--- src/rtl/csr_unit.sv ---
// csr_unit: machine-mode CSRs with trap entry, mret restore and a 64-bit cycle counter
module csr_unit #(
  parameter logic [31:0] MTVEC_RESET = 32'h0000_0000,
  parameter bit          VECTORED_EN = 1'b1,
  parameter bit          COUNTER_EN  = 1'b1
) (
  input  logic        clk,
  input  logic        rst,
  input  logic [1:0]  csr_op,
  input  logic [11:0] csr_addr,
  input  logic [31:0] csr_wdata,
  output logic [31:0] csr_rdata,
  output logic        csr_illegal,
  input  logic        instr_valid,
  input  logic [31:0] pc,
  input  logic        exc_valid,
  input  logic [3:0]  exc_cause,
  input  logic        is_mret,
  input  logic [2:0]  irq,
  output logic        trap_taken,
  output logic        redirect,
  output logic [31:0] redirect_pc
);
  logic        mie_b, mpie_b, mc_int, mapped, we, int_pend, exc, mret_go;
  logic [2:0]  mie_r, mip_r, pm;
  logic [3:0]  mc_code, icode;
  logic [31:0] mtvec, mscratch, mepc, old, wval;
  logic [63:0] mcycle;
  // old value of the addressed CSR and whether the address exists
  always_comb begin
    old = '0;
    mapped = 1'b1;
    case (csr_addr)
      12'h300: old = {19'b0, 2'b11, 3'b0, mpie_b, 3'b0, mie_b, 3'b0};
      12'h304: old = {20'b0, mie_r[2], 3'b0, mie_r[1], 3'b0, mie_r[0], 3'b0};
      12'h305: old = mtvec;
      12'h340: old = mscratch;
      12'h341: old = mepc;
      12'h342: old = {mc_int, 27'b0, mc_code};
      12'h344: old = {20'b0, mip_r[2], 3'b0, mip_r[1], 3'b0, mip_r[0], 3'b0};
      12'hB00: begin old = mcycle[31:0]; mapped = COUNTER_EN; end
      12'hB80: begin old = mcycle[63:32]; mapped = COUNTER_EN; end
      default: mapped = 1'b0;
    endcase
  end
  assign csr_illegal = |csr_op & ~mapped;
  assign csr_rdata   = (|csr_op & mapped) ? old : '0;
  assign wval        = csr_op == 2'b01 ? csr_wdata : csr_op == 2'b10 ? old | csr_wdata : old & ~csr_wdata;
  assign pm          = mip_r & mie_r;
  assign icode       = pm[2] ? 4'd11 : pm[0] ? 4'd3 : 4'd7;
  assign int_pend    = mie_b & |pm & instr_valid;
  assign exc         = exc_valid & instr_valid;
  assign trap_taken  = exc | int_pend;
  assign mret_go     = instr_valid & is_mret & ~trap_taken & rst;
  assign we          = instr_valid & |csr_op & mapped & ~trap_taken & ~is_mret;
  assign redirect    = trap_taken | mret_go;
  assign redirect_pc = trap_taken ? {mtvec[31:2], 2'b00} + ((~exc & mtvec[0]) ? {26'b0, icode, 2'b00} : 32'b0)
                     : mret_go ? mepc : '0;
  // state update: trap beats mret beats CSR write; counter runs unless a half is written
  always_ff @(posedge clk or negedge rst)
    if (!rst) begin
      mie_b <= 1'b0;
      mpie_b <= 1'b0;
      mie_r <= '0;
      mip_r <= '0;
      mtvec <= {MTVEC_RESET[31:2], 2'b00};
      mscratch <= '0;
      mepc <= '0;
      mc_int <= 1'b0;
      mc_code <= '0;
      mcycle <= '0;
    end else begin
      mip_r <= irq;
      mcycle <= mcycle + 64'd1;
      if (trap_taken) begin
        mepc <= pc & ~32'h3;
        mc_int <= ~exc;
        mc_code <= exc ? exc_cause : icode;
        mpie_b <= mie_b;
        mie_b <= 1'b0;
      end else if (mret_go) begin
        mie_b <= mpie_b;
        mpie_b <= 1'b1;
      end else if (we)
        case (csr_addr)
          12'h300: begin mie_b <= wval[3]; mpie_b <= wval[7]; end
          12'h304: mie_r <= {wval[11], wval[7], wval[3]};
          12'h305: mtvec <= {wval[31:2], 1'b0, wval[1:0] == 2'b00 ? 1'b0
                            : (wval[1:0] == 2'b01 && VECTORED_EN) ? 1'b1 : mtvec[0]};
          12'h340: mscratch <= wval;
          12'h341: mepc <= wval & ~32'h3;
          12'h342: begin mc_int <= wval[31]; mc_code <= wval[3:0]; end
          12'hB00: mcycle <= {mcycle[63:32], wval};
          12'hB80: mcycle <= {wval, mcycle[31:0]};
          default: ;
        endcase
    end
endmodule

--- config.mk ---
export PLATFORM = sky130hd
export DESIGN_NAME = csr_unit
export DESIGN_NICKNAME = d
export VERILOG_FILES = /design/src/rtl/csr_unit.sv
export SDC_FILE = /design/constraint.sdc
export NUM_CORES = 1
export LEC_CHECK = 0
export BUFFER_PORTS_ARGS = -buffer_cell sky130_fd_sc_hd__buf_2
export CAP_MARGIN = 20
export CORE_MARGIN = 2
export CORE_UTILIZATION = 25
export DETAILED_ROUTE_END_ITERATION = 6
export PLACE_DENSITY_LB_ADDON = 0.2
export SYNTH_ARGS = -nofsm -noshare
export SYNTH_HDL_FRONTEND = slang
export SYNTH_SLANG_ARGS = --single-unit
--- constraint.sdc ---
create_clock -name clk -period 7 [get_ports clk]
set_clock_uncertainty 0.05 [all_clocks]
set_input_delay 0.35 -clock clk [delete_from_list [all_inputs] [get_ports clk]]
set_output_delay 0.35 -clock clk [all_outputs]
set_load 0.02 [all_outputs]
==> results.cfg <==
[sta]
relSlewSlack_pct = 22.6
slew_viol_final = 0
period_share_pct = 61.1
worst_slack_ns = 2.72
finalCriticalPeriod_ns = 4.28
worstMarginPinSlew_ns = 1.16
holdWs_ns = 0.0788
finalSetupViolations = 0
rsz0062_at_grt = no
hold_viol = 0
clock.fmax_ghz = 0.234
tns_ns = 0

[drt]
met3_wirelength_mm = 3.58
wl_met2_mm = 22.5
drt_iter0_drc = 1273
drc_errors = 0
drtAntennaViolNets = 0
wirelength_mm = 50.3
wl_met1_mm = 22.6
drtPass1Iterations = 5
vias = 12000
highest_layer = met4
routedWlPerCell_um = 23.6
via_per_inst = 5.65

[outcome]
status = completed

[global_routing]
antenna_found_initial = 0
grt_max_degree = 81
grt_use_total_pct = 20.7
grt_pass1_wl_mm = 74.2
grt-ovfl-total = 0
grt_pass1_vias = 11300

[worst_setup_path]
r2r_start = mcycle[10]
cp.arrival_ns = 3.88
crit_required_ns = 6.60
crit_chain = buf_2 > buf_4 > or4_1 > nor2_1 > o21ai_1 > nand2_1 > o21ai_2 > buf_4 > a21oi_1 > buf_2
crit_type = in -> out
crit_path_end_kind = primary output
startpoint = csr_addr[7]
crit_path_start_kind = input pin
critical_path.max_fanout = 39
crit_path_top_delay_cell = or4_1
cpPeakStageDelay_ns = 0.94

[cts]
clkLatencyLatePin_ns = 0.44
ctsRootBufferMaster = clkbuf_16
cts_made_buffers = 17
cts_resized = 0
htree_levels = 4
cts_tree = done
clk_path_buf_depth = 2
cts.sinks = 170
clk_pin_slew_ns = 0.07

[placed_design]
pre_cts_slack_ns = 2.73
dp_hpwl_mm = 35.8
gp_congestion = 0.848
portBuffers = 152
dp.cells = 2092

[floorplanning]
core_mm2 = 0.0463
fp.dieH_um = 220
initial_utilization_pct = 25.2
die_x_um = 220
dieArea_mm2 = 0.0483
ioPinCount = 157
rows = 79

[synthesis]
synth_compound_area_share_pct = 28.4
synthMuxAreaShare_pct = 3.73
synth_area_mm2 = 0.0116
ys_seq_area_share_pct = 36.5
synth.area.top_cells = dfrtp_1, o21ai_0, nand2_1
synth_seq_cells = 170
yosysUniqueCellTypes = 81
synth-xor-area-share_pct = 2.71
synth_top_family_by_area = compound AO/OA/AOI/OAI gates
yosysTopAreaCellShare_pct = 36.5
syn_area_per_cell_um2 = 8.20
synth_warnings = 0
yosysTopAreaCell = dfrtp_1
synth-edff-count = 0
ys.flop_type = dfrtp_1
synthAdderAreaFrac_pct = 0.709
async_flop_share_pct = 100
syn_inst = 1420
synthSimpleGateAreaFrac_pct = 22.4

[final_layout]
multi_input_area_mm2 = 0.00682
regArea_mm2 = 0.00425
layout.nets = 1604
fill_cells = 4976
layoutNonFillerInstCount = 2127
syn2layout_area_growth_pct = 16.2
drive_above_1_share_pct = 15.9
final_core_util_pct = 29.3

[hold_path]
min-delay-start = pc[23]
min_path_type = in -> reg

[pwr]
vdd_drop_max_mv = 0.112
clkPwrFrac_pct = 39.8
pwr-share-seq_pct = 46.1
power_frac_comb_pct = 14.2
power.density_mw_per_mm2 = 175
p_int_mw = 1.67
p_leak_nw = 5.45
power.switching_uw = 705
sw_frac_of_total_pct = 29.7

[run]
max-cap-violations = 0
[synth_stat cells, types with 6 or more instances]
cell	number
a22oi_1	15
a2bb2oi_1	30
and4_1	8
o221ai_1	10
inv_1	41
clkbuf_1	77
a32oi_1	25
a21o_1	8
a21oi_1	96
and2_1	20
o31ai_1	8
xor2_1	16
o21ai_1	13
nor3_1	31
dfrtp_1	170
a211oi_1	24
and3_1	21
buf_2	18
nor2_1	40
nand4_1	36
nand2b_1	6
nand2_1	189
buf_1	6
nor2b_1	23
mux2_2	11
buf_4	11
or4_1	7
xnor2_1	20
mux2i_1	31
nand3_1	65
o211ai_1	21
o21ai_0	152
a31oi_1	23
nor4_1	30
a221oi_1	18
[metal layers]
| layer | global-route usage [%] | vias up |
|---|---|---|
| li1 | - | 5519 |
| met1 | 29.0 | 5921 |
| met2 | 31.7 | 516 |
| met3 | 3.55 | 64 |
| met4 | 7.85 | 0 |
| met5 | 0 | - |
[worst max-delay path: cells and delay by family]
family                 cells  cell delay, ns
AOI/OAI and AO/OA          3            0.87
and+or+nand+nor            3            1.69
buffers and inverters      4            0.95
[power by group through the flow]
stage	registers (mW)	logic, mW	clock network, mW
finish	1.09	0.336	0.944
global placement	1.11	0.331	0
global route	1.10	0.368	1.00
detailed placement	1.11	0.333	0
floorplan	1.09	0.184	0
CTS	1.09	0.335	0.963
[state kept, by name, indices dropped and copies added, names as in the netlist]
signal,flops
mcycle,64
mscratch,32
mtvec,31
mepc,30
mc_code,4
mie_r,3
mip_r,3
mc_int,1
mie_b,1
mpie_b,1
[final cells by class]
class | instances | area share, %
antenna | 1 | 0.0185
tap | 607 | 5.61
inverter | 41 | 1.14
clock inverter | 9 | 0.740
multi-input combinational | 1097 | 50.4
timing repair buffer | 181 | 7.37
sequential | 170 | 31.4
clock buffer | 21 | 3.33
[logic make-up (layout without fill, tap and decap cells)]
group                    count (synthesis)  after routing
buffers and inverters                  154            252
AND/OR/NAND/NOR                        509            509
AO/OA/AOI/OAI                          502            502
XOR/XNOR                                36             36
other                                    1              3
adder cells (fa/ha/maj)                  6              6
multiplexers                            42             42
flip-flops                             170            170
[metrics by stage]
| step | power (mW) | cell area, µm² |
|---|---|---|
| after CTS | 2.39 | 13500 |
| after floorplan | 1.27 | 11600 |
| after global routing | 2.47 | 13500 |
| after global placement | 1.44 | 12900 |
| final | 2.37 | 13500 |
| after detailed placement | 1.44 | 12900 |
[timing repair]
action / in CTS / in global routing
hold buffers: 4 / 0
endpoints found under the hold margin: 52 / 0
setup buffers: 0 / 0
setup endpoints to repair: 0 / 0
[final timing paths]
kind | endpoint | slack, ns | cells after the start
max in group asynchronous | mtvec[12] | 4.38 | 4
hold / removal | mepc[23] | 0.08 | 3
min in group asynchronous | mip_r[0] | 0.39 | 2
hold reg to reg | mscratch[12] | 0.43 | 2
setup / recovery | csr_rdata[17] | 2.72 | 10
setup reg to reg | mcycle[44] | 3.79 | 6
[layout by cell type (no fill, tap or decap), types with 30 or more instances in the layout]
cell / synthesis / final
nand2_1: 189 / 189
a21oi_1: 96 / 95
dfrtp_1: 170 / 170
nand4_1: 36 / 36
o21ai_0: 152 / 151
nor4_1: 30 / 30
mux2i_1: 31 / 31
nand3_1: 65 / 65
nor2_1: 40 / 40
nor3_1: 31 / 31
buf_2: 18 / 151
inv_1: 41 / 41
a2bb2oi_1: 30 / 30
(Power assumes the default switching activity.)
